[src/rtl/v_shreg_sched_pkg.sv]
// Shared constants for the two-requester serial transmit scheduler.
// State codes stay plain constants so legacy netlists and probes keep matching.
package v_shreg_sched_pkg;

    localparam logic [0:0] ST_IDLE  = 1'b0;
    localparam logic [0:0] ST_SHIFT = 1'b1;

    localparam int DEF_WIDTH = 8;
    localparam int DEF_DIV   = 4;

    // Counter width must hold values up to max(width, div) - 1 with headroom.
    function automatic int cnt_width(input int width, input int div);
        int m;
        m = (width > div) ? width : div;
        return $clog2(m + 1);
    endfunction

endpackage

[src/rtl/v_shreg_piso.sv]
// WIDTH-bit parallel-load, clock-enabled, MSB-first shift register.
// Load has priority over shift; vacated bits fill with zero.
module v_shreg_piso
    import v_shreg_sched_pkg::*;
#(
    parameter int WIDTH = DEF_WIDTH
) (
    input  logic             clk,
    input  logic             rst_n,
    input  logic             load,
    input  logic [WIDTH-1:0] din,
    input  logic             shen,
    output logic             so
);

    logic [WIDTH-1:0] shreg;

    always_ff @(posedge clk) begin
        if (!rst_n) begin
            shreg <= '0;
        end else if (load) begin
            shreg <= din;
        end else if (shen) begin
            shreg <= {shreg[WIDTH-2:0], 1'b0};
        end
    end

    assign so = shreg[WIDTH-1];

endmodule

[src/rtl/v_shift_register_sched.sv]
// Round-robin scheduler feeding a prescaled PISO serial output shared by two requesters.
// Arbiter, prescaler, bit counter and IDLE/SHIFT control live here.
module v_shift_register_sched
    import v_shreg_sched_pkg::*;
#(
    parameter int WIDTH = DEF_WIDTH,
    parameter int DIV   = DEF_DIV,
    parameter int CNT_W = cnt_width(WIDTH, DIV)
) (
    input  logic             clk,
    input  logic             rst_n,
    input  logic             req0_valid,
    input  logic [WIDTH-1:0] req0_data,
    output logic             req0_ready,
    input  logic             req1_valid,
    input  logic [WIDTH-1:0] req1_data,
    output logic             req1_ready,
    output logic             SO,
    output logic             sclken,
    output logic             busy,
    output logic             done,
    output logic             grant_id
);

    logic [0:0]       state;
    logic [CNT_W-1:0] presc;
    logic [CNT_W-1:0] bitcnt;
    logic             last_grant;
    logic             win;
    logic             accept;
    logic             tick;
    logic             last_bit;
    logic [WIDTH-1:0] load_data;

    // Contention goes to whichever requester was not served last.
    always_comb begin
        win = ~last_grant;
        if (req0_valid && !req1_valid) begin
            win = 1'b0;
        end else if (req1_valid && !req0_valid) begin
            win = 1'b1;
        end
    end

    assign req0_ready = (state == ST_IDLE) && req0_valid && !win;
    assign req1_ready = (state == ST_IDLE) && req1_valid &&  win;
    assign accept     = req0_ready | req1_ready;
    assign load_data  = win ? req1_data : req0_data;

    assign tick     = (state == ST_SHIFT) && (presc == CNT_W'(DIV - 1));
    assign last_bit = tick && (bitcnt == CNT_W'(WIDTH - 1));
    assign sclken   = tick;
    assign busy     = (state == ST_SHIFT);

    always_ff @(posedge clk) begin
        if (!rst_n) begin
            state      <= ST_IDLE;
            presc      <= '0;
            bitcnt     <= '0;
            last_grant <= 1'b1;
            grant_id   <= 1'b0;
            done       <= 1'b0;
        end else begin
            done <= last_bit;
            case (state)
                ST_IDLE: begin
                    if (accept) begin
                        state      <= ST_SHIFT;
                        presc      <= '0;
                        bitcnt     <= '0;
                        last_grant <= win;
                        grant_id   <= win;
                    end
                end
                default: begin
                    if (tick) begin
                        presc  <= '0;
                        bitcnt <= bitcnt + CNT_W'(1);
                        if (last_bit) begin
                            state <= ST_IDLE;
                        end
                    end else begin
                        presc <= presc + CNT_W'(1);
                    end
                end
            endcase
        end
    end

    // The register drains to all zeros after the final shift, so SO idles low.
    v_shreg_piso #(
        .WIDTH(WIDTH)
    ) u_piso (
        .clk  (clk),
        .rst_n(rst_n),
        .load (accept),
        .din  (load_data),
        .shen (tick),
        .so   (SO)
    );

endmodule
[config.mk]
export PLATFORM = sky130hd
export DESIGN_NAME = v_shift_register_sched
export DESIGN_NICKNAME = d
export VERILOG_FILES = /design/src/rtl/v_shreg_sched_pkg.sv /design/src/rtl/v_shreg_piso.sv /design/src/rtl/v_shift_register_sched.sv
export SDC_FILE = /design/constraint.sdc
export NUM_CORES = 1
export LEC_CHECK = 0
export ABC_AREA = 1
export BUFFER_PORTS_ARGS = -buffer_cell sky130_fd_sc_hd__buf_2
export CAP_MARGIN = 20
export CORE_MARGIN = 1.5
export CORE_UTILIZATION = 39
export CTS_BUF_LIST = sky130_fd_sc_hd__clkbuf_4 sky130_fd_sc_hd__clkbuf_8 sky130_fd_sc_hd__clkbuf_16
export CTS_CLUSTER_SIZE = 30
export DETAILED_ROUTE_END_ITERATION = 10
export GPL_ROUTABILITY_DRIVEN = 0
export MAX_ROUTING_LAYER = met4
export PLACE_DENSITY = 0.66
export SYNTH_ARGS = -nofsm -noshare
export SYNTH_HDL_FRONTEND = slang
export SYNTH_SLANG_ARGS = --single-unit
[constraint.sdc]
create_clock -name clk -period 1.43 [get_ports clk]
set_input_delay 0.286 -clock clk [delete_from_list [all_inputs] [get_ports clk]]
set_output_delay 0.286 -clock clk [all_outputs]
set_load 0.005 [all_outputs]
==> results.toml <==
[power]
switching_share = 0.322
power_mw = 1.27
power_frac_comb = 0.305
power_density_nw_per_um2 = 893
p_switching_mw = 0.411
clkPwrFrac = 0.202
p_int_mw = 0.863
leakagePower_nw = 0.729
p_seq_frac = 0.492
ir_drop_uv = 804

[timing]
rsz0062_at_grt = "true"
fin_ws_ns = -0.0582
slew_viol_final = 0
skew_ns = 0.00367
fin_hold_ws_ns = 0.304
setup_tns_ns = -0.0582
min_period_ns = 1.49
fin_crit_sh = 1.04
setup_viol = 1
fmax_mhz = 672
hold_violations = 0
slew_headroom = 0.820
tightest_slew_ns = 0.269

[synth]
yosys-top-cells-area = "dfxtp_1 (37%), nand2_1 (18%), nand3_1 (15%)"
synth_commonest_cells = "nand2_1 (52), nand3_1 (33), dfxtp_1 (20), inv_1 (12), a21oi_1 (10)"
synth_area_per_cell_um2 = 6.79
async_flop_share = 0
syn_inst = 158
syn-num-nets = 180
yosys.area.top_type = "dfxtp_1"
ys_seq_elements = 20
ys_seq_area_frac = 0.373
synth_area_um2 = 1070
yosys_warnings = 0
synth_edf_count = 0
synth_top_area_share = 0.373
yosys.cell_count.top_type = "nand2_1"
synth_flop_cell = "dfxtp_1"
synth_cell_type_count = 21

[cells_and_area]
fillers = 249
area_growth_pct = 33.0
drive_gt1_frac = 0.321
multi_input_area_um2 = 638
fin_nets = 220
regArea_um2 = 404
finish.utilization = 0.560
antennaDiodeCount = 0
fin_cells = 226

[cts]
clkTransAtPathRegs_ns = 0.10
htreeDepth = 1
cts.sinks = 20
cts_tree = "yes"
clockBufferDepth = 2
clk_latency_ns = 0.30
root_buffer = "clkbuf_4"
cts_inserted_buffers = 3
holdBufCountCts = 0

[worst_setup_path]
crit_type = "reg2out"
arrival_ns = 1.20
cp-start-kind = "flip-flop"
crit_path_end_kind = "output pin"
path_common_cell = "inv_2"
crit_path_top_delay_cell = "dfxtp_2"
path_cells = "ha_4, inv_2, nor2_4, nand3_2, inv_2, buf_6"
reg2reg_slack_ns = 0.09
worst-path-buf-inv = 3
cp.required_ns = 1.14
critPathTopFamily = "flip-flops"
critPathMaxFanout = 2
critical_path.max_stage_delay_ns = 0.37

[global_routing]
grt_pass1_wl_um = 4350
grt_overflow = 0
grt_pass1_vias = 1033
grtUsageMet2 = 0.291
grt_usage = 0.176
antenna_found_initial = 0
met3_usage = 0.0515
use_met1 = 0.210
top_usage_layer = "met2"
grt_max_degree = 18

[placement]
numPortBuffers = 26
hpwl_um = 1760
dp.cells = 217

[min_path]
min_path_type = "in2reg"

[flow_run]
max_cap_violations = 0

[routing]
wire_per_inst_um = 11.1
remaining_drc_errors = 0
firstDrtPassIters = 4
vias_per_cell = 5.05
vias = 1142
routed_wl_um = 2500
ant_nets = 0
drtIter0Drc = 73

[floorplan]
dieArea_um2 = 3070
die_w_um = 55.4
die_y_um = 55.4
start_util = 0.421
row_count = 18
ioPinCount = 27
coreArea_um2 = 2540

[status]
status = "finished with violations"
failed_checks = "negative setup slack"
-- cells in the final DEF, fill, tap and decap left out, drive strengths merged --
| cell | count |
|---|---|
| nand2 | 56 |
| buf | 40 |
| a21oi | 10 |
| nor4 | 1 |
| dfxtp | 20 |
| nand4 | 1 |
| o21ai | 1 |
| inv | 16 |
| o211ai | 3 |
| nand3 | 34 |
| clkbuf | 3 |
| nor3 | 1 |
| ha | 2 |
| nor2 | 7 |
| xor2 | 1 |
-- state kept, by name (all words and copies together), names as in the netlist --
name and flops:
u_piso.shreg 8, bitcnt 4, last_grant 1, done 1, grant_id 1, presc 4, busy 1
-- area by class of cell --
class,instances,area share
flip-flops and latches,20,0.283
clock buffers,3,0.0158
repair buffers,40,0.183
multi-input cells,117,0.447
well taps,30,0.0263
inverters,16,0.0439
-- cells by family (layout without fill, tap and decap cells) --
group,count (synthesis),count (layout),share of synthesized area
AO/OA/AOI/OAI,14,14,0.0723
XOR/XNOR,1,1,0.00817
adder cells (fa/ha/maj),2,2,0.0233
buffers and inverters,21,59,0.0922
flip-flops,20,20,0.373
AND/OR/NAND/NOR,100,100,0.431
-- worst paths after layout --
kind / start / endpoint / cells past startpoint
max: presc[1]$_SDFFE_PN0P_ / sclken / 6
min: rst_n / last_grant$_SDFFE_PN1P_ / 2
min reg2reg: grant_id$_SDFFE_PN0P_ / grant_id$_SDFFE_PN0P_ / 2
max reg2reg: presc[1]$_SDFFE_PN0P_ / u_piso.shreg[3]$_SDFFE_PN0P_ / 11
-- power groups by stage --
| stage | registers [mW] | clock network, mW | logic, mW |
|---|---|---|---|
| after floorplan | 0.634 | 0 | 0.238 |
| after global placement | 0.633 | 0 | 0.329 |
| after detailed placement | 0.634 | 0 | 0.335 |
| after CTS | 0.627 | 0.271 | 0.349 |
| after global routing | 0.633 | 0.295 | 0.441 |
| final | 0.627 | 0.258 | 0.389 |
-- worst reg2reg max path, delay by kind of cell, from the launching register on --
family                     cells  cell delay (ns)
DFF                            1             0.35
buffers and inverters          5             0.44
and+or+nand+nor                5             0.30
adders and majority gates      1             0.15
-- through the flow --
step / instance area, um^2 / worst slack (ns)
final: 1430 / -0.0582
after global routing: 1430 / -0.126
after CTS: 1360 / -0.0964
after detailed placement: 1270 / 0.0334
after global placement: 1270 / 0.0526
after floorplan: 1070 / 0.0267
-- routing by layer --
layer	vias up	share of wire
met5	-	0
met4	0	0.010
met3	4	0.043
met2	18	0.49
met1	527	0.46
li1	593	-
-- timing repair --
action	in CTS	in global routing
pin swaps	4	7
hold endpoints to repair	0	0
resized for setup	13	9
setup endpoints to repair	2	12
setup buffers	4	3
No activity file was read; power rests on OpenSTA's default activity.
